===== config.mk =====
export PLATFORM = sky130hd
export DESIGN_NAME = alu_ctrl_stage
export DESIGN_NICKNAME = d
export VERILOG_FILES = /design/src/rtl/alu_pkg.sv /design/src/rtl/alu_ctrl_decode.sv /design/src/rtl/alu_ctrl_stage.sv
export SDC_FILE = /design/constraint.sdc
export NUM_CORES = 1
export LEC_CHECK = 0
export CORE_AREA = 5 5 90 109
export DETAILED_ROUTE_END_ITERATION = 8
export DIE_AREA = 0 0 95 114
export PLACE_DENSITY = 0.75
export SLEW_MARGIN = 5
export SYNTH_ARGS = -nofsm -noshare
export SYNTH_HDL_FRONTEND = slang
export SYNTH_SLANG_ARGS = --single-unit

===== constraint.sdc =====
create_clock -name Clock -period 1.75 [get_ports Clock]
set_input_delay 0.525 -clock Clock [delete_from_list [all_inputs] [get_ports Clock]]
set_output_delay 0.525 -clock Clock [all_outputs]
set_load 0.02 [all_outputs]

===== src/rtl/alu_pkg.sv =====
// Shared decode constants, the decoded-control struct and skid-buffer state type
// for the ALU control stage.
package alu_pkg;

  localparam logic [3:0] OP_RTYPE = 4'b0000;
  localparam logic [3:0] OP_ADDI  = 4'b0100;
  localparam logic [3:0] OP_SUBI  = 4'b0101;
  localparam logic [3:0] OP_ANDI  = 4'b0110;
  localparam logic [3:0] OP_ORI   = 4'b0111;
  localparam logic [3:0] OP_SLTI  = 4'b1000;
  localparam logic [3:0] OP_LW    = 4'b1001;
  localparam logic [3:0] OP_SW    = 4'b1010;
  localparam logic [3:0] OP_BEQ   = 4'b1011;

  localparam logic [2:0] FN_AND = 3'b000;
  localparam logic [2:0] FN_OR  = 3'b001;
  localparam logic [2:0] FN_XOR = 3'b010;
  localparam logic [2:0] FN_ADD = 3'b011;
  localparam logic [2:0] FN_SUB = 3'b100;
  localparam logic [2:0] FN_SLT = 3'b101;

  localparam logic [2:0] ALU_AND  = 3'b000;
  localparam logic [2:0] ALU_SLTI = 3'b001;
  localparam logic [2:0] ALU_OR   = 3'b010;
  localparam logic [2:0] ALU_XOR  = 3'b011;
  localparam logic [2:0] ALU_ADD  = 3'b100;
  localparam logic [2:0] ALU_SLT  = 3'b110;

  typedef struct packed {
    logic [2:0] alu_ctrl;
    logic       binvert;
    logic       carry_in;
    logic       use_imm;
    logic       reg_write;
    logic       illegal;
  } ctrl_t;

  typedef enum logic [1:0] {
    ST_EMPTY = 2'd0,
    ST_ONE   = 2'd1,
    ST_TWO   = 2'd2
  } skid_state_e;

  // Subtract-like operations share the inverted-B, carry-in-1 slice setup.
  function automatic ctrl_t mk_ctrl(input logic [2:0] code, input logic sub,
                                    input logic imm, input logic wr,
                                    input logic ill);
    ctrl_t c;
    c.alu_ctrl  = code;
    c.binvert   = sub;
    c.carry_in  = sub;
    c.use_imm   = imm;
    c.reg_write = wr;
    c.illegal   = ill;
    return c;
  endfunction

endpackage


===== src/rtl/alu_ctrl_decode.sv =====
// Combinational opcode/funct decoder producing the ALU slice controls.
// Unknown encodings decode to an AND bubble with writeback disabled.
module alu_ctrl_decode
  import alu_pkg::*;
(
  input  logic [3:0] opcode,
  input  logic [2:0] funct,
  output ctrl_t      ctrl
);

  always_comb begin
    ctrl = mk_ctrl(ALU_AND, 1'b0, 1'b0, 1'b0, 1'b1);
    case (opcode)
      OP_RTYPE: begin
        case (funct)
          FN_AND:  ctrl = mk_ctrl(ALU_AND, 1'b0, 1'b0, 1'b1, 1'b0);
          FN_OR:   ctrl = mk_ctrl(ALU_OR,  1'b0, 1'b0, 1'b1, 1'b0);
          FN_XOR:  ctrl = mk_ctrl(ALU_XOR, 1'b0, 1'b0, 1'b1, 1'b0);
          FN_ADD:  ctrl = mk_ctrl(ALU_ADD, 1'b0, 1'b0, 1'b1, 1'b0);
          FN_SUB:  ctrl = mk_ctrl(ALU_ADD, 1'b1, 1'b0, 1'b1, 1'b0);
          FN_SLT:  ctrl = mk_ctrl(ALU_SLT, 1'b1, 1'b0, 1'b1, 1'b0);
          default: ctrl = mk_ctrl(ALU_AND, 1'b0, 1'b0, 1'b0, 1'b1);
        endcase
      end
      OP_ADDI: ctrl = mk_ctrl(ALU_ADD,  1'b0, 1'b1, 1'b1, 1'b0);
      OP_SUBI: ctrl = mk_ctrl(ALU_ADD,  1'b1, 1'b1, 1'b1, 1'b0);
      OP_ANDI: ctrl = mk_ctrl(ALU_AND,  1'b0, 1'b1, 1'b1, 1'b0);
      OP_ORI:  ctrl = mk_ctrl(ALU_OR,   1'b0, 1'b1, 1'b1, 1'b0);
      OP_SLTI: ctrl = mk_ctrl(ALU_SLTI, 1'b1, 1'b1, 1'b1, 1'b0);
      OP_LW:   ctrl = mk_ctrl(ALU_ADD,  1'b0, 1'b1, 1'b1, 1'b0);
      OP_SW:   ctrl = mk_ctrl(ALU_ADD,  1'b0, 1'b1, 1'b0, 1'b0);
      OP_BEQ:  ctrl = mk_ctrl(ALU_ADD,  1'b1, 1'b0, 1'b0, 1'b0);
      default: ctrl = mk_ctrl(ALU_AND,  1'b0, 1'b0, 1'b0, 1'b1);
    endcase
  end

endmodule


===== src/rtl/alu_ctrl_stage.sv =====
// ID/EX stage: decodes ALU controls and registers them with operands behind a
// 2-entry skid buffer. Optional Illegal output under ALU_CTRL_ILLEGAL_TRAP_EN.
module alu_ctrl_stage
  import alu_pkg::*;
#(
  parameter int DW = 16
) (
  input  logic          Clock,
  input  logic          Reset,
  input  logic          Flush,
  input  logic          InValid,
  output logic          InReady,
  input  logic [3:0]    Opcode,
  input  logic [2:0]    Funct,
  input  logic [5:0]    Imm6,
  input  logic [DW-1:0] RsVal,
  input  logic [DW-1:0] RtVal,
  input  logic [2:0]    RdIn,
  output logic          OutValid,
  input  logic          OutReady,
  output logic [2:0]    AluCtrl,
  output logic          Binvert,
  output logic          CarryIn,
  output logic [DW-1:0] OpA,
  output logic [DW-1:0] OpB,
  output logic [2:0]    RdOut,
`ifdef ALU_CTRL_ILLEGAL_TRAP_EN
  output logic          Illegal,
`endif
  output logic          RegWrite
);

  typedef struct packed {
    logic [2:0]    alu_ctrl;
    logic          binvert;
    logic          carry_in;
    logic          reg_write;
`ifdef ALU_CTRL_ILLEGAL_TRAP_EN
    logic          illegal;
`endif
    logic [DW-1:0] opa;
    logic [DW-1:0] opb;
    logic [2:0]    rd;
  } entry_t;

  ctrl_t       ctrl;
  entry_t      in_entry;
  entry_t      out_q, out_d;
  entry_t      skid_q, skid_d;
  skid_state_e state_q, state_d;
  logic        out_valid_q, out_valid_d;
  logic        in_ready_q, in_ready_d;
  logic        accept, consume;

  alu_ctrl_decode u_decode (
    .opcode (Opcode),
    .funct  (Funct),
    .ctrl   (ctrl)
  );

  always_comb begin
    in_entry           = '0;
    in_entry.alu_ctrl  = ctrl.alu_ctrl;
    in_entry.binvert   = ctrl.binvert;
    in_entry.carry_in  = ctrl.carry_in;
    in_entry.reg_write = ctrl.reg_write & ~ctrl.illegal;
`ifdef ALU_CTRL_ILLEGAL_TRAP_EN
    in_entry.illegal   = ctrl.illegal;
`endif
    in_entry.opa       = RsVal;
    in_entry.opb       = ctrl.use_imm ? {{(DW-6){Imm6[5]}}, Imm6} : RtVal;
    in_entry.rd        = RdIn;
  end

  assign accept  = InValid & in_ready_q;
  assign consume = out_valid_q & OutReady;

  always_ff @(posedge Clock) begin
    if (Reset) begin
      state_q     <= ST_EMPTY;
      out_valid_q <= 1'b0;
      in_ready_q  <= 1'b1;
      out_q       <= '0;
      skid_q      <= '0;
    end else begin
      state_q     <= state_d;
      out_valid_q <= out_valid_d;
      in_ready_q  <= in_ready_d;
      out_q       <= out_d;
      skid_q      <= skid_d;
    end
  end

  always_comb begin
    state_d = state_q;
    if (Flush) begin
      state_d = ST_EMPTY;
    end else begin
      case (state_q)
        ST_EMPTY: if (accept) state_d = ST_ONE;
        ST_ONE: begin
          if (accept && !consume)      state_d = ST_TWO;
          else if (!accept && consume) state_d = ST_EMPTY;
        end
        ST_TWO:   if (consume) state_d = ST_ONE;
        default:  state_d = ST_EMPTY;
      endcase
    end
  end

  // Handshake flags are registered from the next state so InReady never
  // depends combinationally on OutReady.
  always_comb begin
    out_d       = out_q;
    skid_d      = skid_q;
    out_valid_d = (state_d != ST_EMPTY);
    in_ready_d  = (state_d != ST_TWO);
    if (!Flush) begin
      case (state_q)
        ST_EMPTY: if (accept) out_d = in_entry;
        ST_ONE: begin
          if (accept && consume)       out_d  = in_entry;
          else if (accept && !consume) skid_d = in_entry;
        end
        ST_TWO:   if (consume) out_d = skid_q;
        default:  ;
      endcase
    end
  end

  assign InReady  = in_ready_q;
  assign OutValid = out_valid_q;
  assign AluCtrl  = out_q.alu_ctrl;
  assign Binvert  = out_q.binvert;
  assign CarryIn  = out_q.carry_in;
  assign OpA      = out_q.opa;
  assign OpB      = out_q.opb;
  assign RdOut    = out_q.rd;
  assign RegWrite = out_q.reg_write;
`ifdef ALU_CTRL_ILLEGAL_TRAP_EN
  assign Illegal  = out_q.illegal;
`endif

endmodule


Word level (Yosys, flattened, before mapping)
Index checks and enable logic that the tools add are counted.

storage, ports and cells
  output and inout port bits = 43
  register bits after elaboration = 86
  word-level logic and storage cells = 68
  input bits = 53

cells by class
  reduce and logical (&&, ||, !) cells = 13
  muxes and demuxes = 13
  bitwise logic cells = 6
  eq/ne operators = 19

operators by type and width
  kind                                            number
  2-to-1 mux 41 bit                               3
  one-hot mux 41 bit (3 select lines)             1
  one-hot mux 8 bit (8 select lines)              1
  one-hot mux 8 bit (6 select lines)              1
  == test 4 x 3 -> 1 bit (second input constant)  4
  == test 4 bit (second input constant)           4
  2-to-1 mux 16 bit                               1
  2-to-1 mux 2 bit                                5
  inequality test 2 bit (second input constant)   4
  == test 3 x 2 -> 1 bit (second input constant)  2
  == test 3 bit (second input constant)           2
  one-hot mux 2 bit (3 select lines)              1
  AND reduction 5 bit                             1
  logical NOT 4 bit                               1
  AND reduction 4 bit                             1
  AND 1 bit                                       3
  == test 3 x 1 -> 1 bit (second input constant)  1
  logical AND 1 bit                               3
  logical NOT 3 bit                               1
  NOT 1 bit                                       3
  nonzero test 3 bit                              1
  == test 2 x 1 -> 1 bit (second input constant)  1
  == test 2 bit (second input constant)           1
  logical NOT 1 bit                               2
  other kinds (3)                                 3

Depth between registers and ports, before layout
  depth after elaboration = 8
  mapped depth = 6
  gate-level depth less buffers = 4

Hierarchy
From an unflattened synthesis, not the netlist that was laid out.

second synthesis, totals
  cells, all modules = 474
  area total of the unflattened synthesis = 4032.6 µm²

modules (own cells, without submodules)
  module           instances  cells an instance  area an instance (µm²)
  alu_ctrl_stage   1          440                3791.1
  alu_ctrl_decode  1          34                 241.5

Least setup slack after synthesis
OpenSTA, ideal clock, no wires.

  kind = input to register
  start = input Opcode[2]
  end = register out_q, in the netlist OpB[10]
  slack = 0.026 ns
  stages = 6
  library setup time = 0.122 ns
  data required time = 1.628 ns
  data arrival time = 1.602 ns
  path through = buf_2 > nand2b_4 > o21a_2 > o311ai_2 > buf_2 > o31ai_1

between the ends
  word-level cells in the longest chain between the ends = 6

RTL lines
  what                                                            line                                          text
  from (decl)                                                     alu_ctrl_stage.sv:13                          input logic [3:0] Opcode,
  == test 4 x 3 -> 1 bit / == test 4 bit (equally long branches)  alu_ctrl_decode.sv:13                         case (opcode)
  OR reduction 2 bit (no line)                                    n/a
  one-hot mux 8 bit (8 select lines) (*)                          alu_ctrl_decode.sv:13
  2-to-1 mux 16 bit (*)                                           alu_ctrl_stage.sv:71                          in_entry.opb = ctrl.use_imm ? {{(DW-6){Imm6[5]}}, Imm6} : RtVal;
  2-to-1 mux 41 bit (on tied branches)                            alu_ctrl_stage.sv:122, alu_ctrl_stage.sv:120
  one-hot mux 41 bit (3 select lines) (*)                         alu_ctrl_stage.sv:119                         case (state_q)
  to (signal assigned)                                            alu_ctrl_stage.sv:89                          out_q <= out_d;
  to (decl)                                                       alu_ctrl_stage.sv:48                          entry_t out_q, out_d;

Mark *: on every way between the ends. The rest lies on a longest branch, timed or not. The select of a mux whose other input is x is not followed.
A chain may end at the register's enable or synchronous reset.

Worst setup path in the final report
  start = input Flush
  end = register out_q, in the netlist OpA[14]

between the ends
  word-level cells in the longest chain between the ends = 2

RTL lines
  what                           line                  text
  from (decl)                    alu_ctrl_stage.sv:10  input logic Flush,
  NOT 1 bit (no line)            n/a
  AND reduction 5 bit (no line)  n/a

Every way passes these cells.

==> flow_metrics.tcl <==
set metrics [dict create \
    outcome "finished clean" \
    antenna_found_initial 0 \
    irDropWorstVdd_mv 0.422 \
    cts_buffers 9 \
    syn_area_sq_um 3690 \
    hold_viol 0 \
    fin_nets 617 \
    first_iter_violations 173 \
    max_slew_margin_pct 79.0 \
    dr.pass1.iters 5 \
    hold_class "register to register" \
    crit_arrival_ps 1940 \
    cellLeakagePower_nw 2.09 \
    cts.clk_slew.worst_paths_ps 80 \
    clock_latency_ps 350 \
    worst_pin_slew_ps 314 \
    fmaxAchievable_mhz 595 \
    io_buffers 95 \
    ys_warn_count 0 \
    whs_ps 449 \
    fp.dieArea_sq_um 10800 \
    fin_crit_sh_pct 96.0 \
    std_cell_rows 38 \
    synth_area_leaders "dfxtp_1 46%, nand2_1 11%, a311oi_1 7.1%" \
    slew_viol_final 0 \
    yosysTopAreaCell "dfxtp_1" \
    clockBufferDepth 2 \
    io-pin-count 96 \
    setup_violations 0 \
    path_class "primary input to register" \
    ys_async_sr_fraction_pct 0 \
    crit_path_top_delay_cell "bufbuf_16" \
    ant_nets 0 \
    crit_chain "dlygate4sd2_1 > nand4bb_4 > o22ai_4 > bufbuf_16 > nor2_1 > a311oi_1" \
    cp_slowest_stage_delay_ps 320 \
    die_x_um 95 \
    num_antenna_cells 0 \
    fillCellCount 804 \
    grt_pass1_vias 3684 \
    powerDensity_nw_per_um2 764 \
    htreeDepth 3 \
    grt_pass1_wl_um 17500 \
    synth.net_count 503 \
    cts_sinks 84 \
    crit_fanout 8 \
    end_kind "register" \
    cts-root-buf "clkbuf_8" \
    totalWireLength_um 10500 \
    synth_seq_cells 84 \
    drc 0 \
    grt_setup_unrepaired "true" \
    core_region_area_sq_um 8750 \
    yosysSeqAreaShare_pct 45.5 \
    cts_tree "done" \
    ys.flop_type "dfxtp_1" \
    synth_commonest_cells "107 x nand2_1, 84 x dfxtp_1, 56 x nor2_1" \
    fp.dieH_um 114 \
    grt_max_degree 36 \
    grt.overflow.total 0 \
    cp.required_ps 2000 \
    max-cap-violations 0 \
    vias 3752 \
    clock_skew_ps 7.56 \
    place.gp.congestion 0.784 \
    fin_setup_tns_ps 0 \
    initial_core_util_pct 42.2 \
    synth_cells 450 \
    synth_most_common_cell "nand2_1" \
    startpoint_type "primary input" \
    grt_usage_pct 20.1 \
    dpl.hpwl_um 7320 \
    drive_gt1_share_pct 15.0 \
    wl_per_cell_um 15.2 \
    avgViaCountPerCell 5.45 \
    synth_edf_count 0 \
    layout_min_cycle_time_ps 1680 \
    netlist.area_leader.share_pct 45.5 \
    area.growth.synth_to_final_pct 42.0 \
    synth_area_per_cell_sq_um 8.21 \
    synth_cell_types 46 \
]
[power by group]
group          switching (W)  total (W)  internal (W)  leakage (nW)
clock network       0.000700    0.00121      0.000513        0.0787
registers          0.0000446    0.00203       0.00199         0.684
logic               0.000386   0.000755      0.000369          1.32
total                0.00113    0.00400       0.00287          2.09
[layout by cell type, fill, tap and decap left out, drive strengths merged, types with 2 or more instances in the layout]
cell,count
a211oi,8
a21oi,28
a311oi,30
a32oi,3
and2,2
buf,44
bufbuf,2
clkbuf,10
clkdlybuf4s50,43
clkinv,2
clkinvlp,2
dfxtp,84
dlygate4sd2,50
inv,6
mux2i,5
nand2,107
nand2b,7
nand3,3
nand3b,3
nand4,6
nor2,57
nor2b,4
nor3,17
o211ai,2
o21a,3
o21ai,5
o221ai,5
o22ai,2
o31ai,12
o32ai,2
[sequential cells by signal, indices dropped and copies added, names as in the netlist, 2 cells and up]
signal   cells
OpA         16
skid_q      40
AluCtrl      3
RdOut        3
OpB         16
state_q      2
[cells by family after synthesis]
group,share of synthesized area (%)
AND/OR/NAND/NOR,25.3
multiplexers,1.66
buffers and inverters,5.22
flip-flops,45.5
AO/OA/AOI/OAI,22.3
[path summary, 6_finish.rpt]
| path | from | endpoint | slack [ps] | cells past startpoint |
|---|---|---|---|---|
| max reg2reg | state_q[1]$_SDFF_PP0_ | OpA[14]$_SDFFE_PP0P_ | 130 | 5 |
| min | OpB[8]$_SDFFE_PP0P_ | OpB[8]$_SDFFE_PP0P_ | 450 | 2 |
| min reg2reg | OpB[8]$_SDFFE_PP0P_ | OpB[8]$_SDFFE_PP0P_ | 450 | 2 |
| max | Flush | OpA[14]$_SDFFE_PP0P_ | 70 | 6 |
[per-layer routing]
layer	vias up	track usage [%]	wire (um)
met4	0	7.12	184
li1	1814	-	-
met2	154	34.9	5220
met5	-	0	0
met3	19	3.76	704
met1	1765	24.5	4350
[area by class of cell]
cell class | instances | area (sq um) | share of cell area [%]
Inverter | 5 | 18.8 | 0.358
Clock buffer | 10 | 128 | 2.43
Multi-Input combinational cell | 324 | 1900 | 36.3
Sequential cell | 84 | 1680 | 32.1
Clock inverter | 5 | 37.5 | 0.716
Timing Repair Buffer | 140 | 1320 | 25.3
Tap cell | 120 | 150 | 2.86
[critical path: cells and delay by family]
kind | cells | cell delay [ps]
and+or+nand+nor | 2 | 300
AOI/OAI and AO/OA | 2 | 500
buffers and inverters | 2 | 600
[repair_timing]
action                                  4_1_cts  5_1_grt
gates resized for setup                      62        5
gates cloned                                  2        0
hold buffers                                  0        0
endpoints found under the setup margin      120        4
buffers inserted                              2        0
pin swaps                                     3        5
[through the flow]
step                      cell area (sq um)  worst slack (ps)  std cells  total power (W)  utilization (%)
after floorplan                        3690              26.1        450          0.00243                -
after global placement                 4980              -435        669          0.00281             56.9
after detailed placement               4980              -498        669          0.00283             56.9
after CTS                              5230              21.9        688          0.00402             59.7
after global routing                   5240             -2.12        688          0.00419             59.9
final                                  5240              69.3        688          0.00400             59.9
Note: power is estimated with default switching activity, not from simulation.
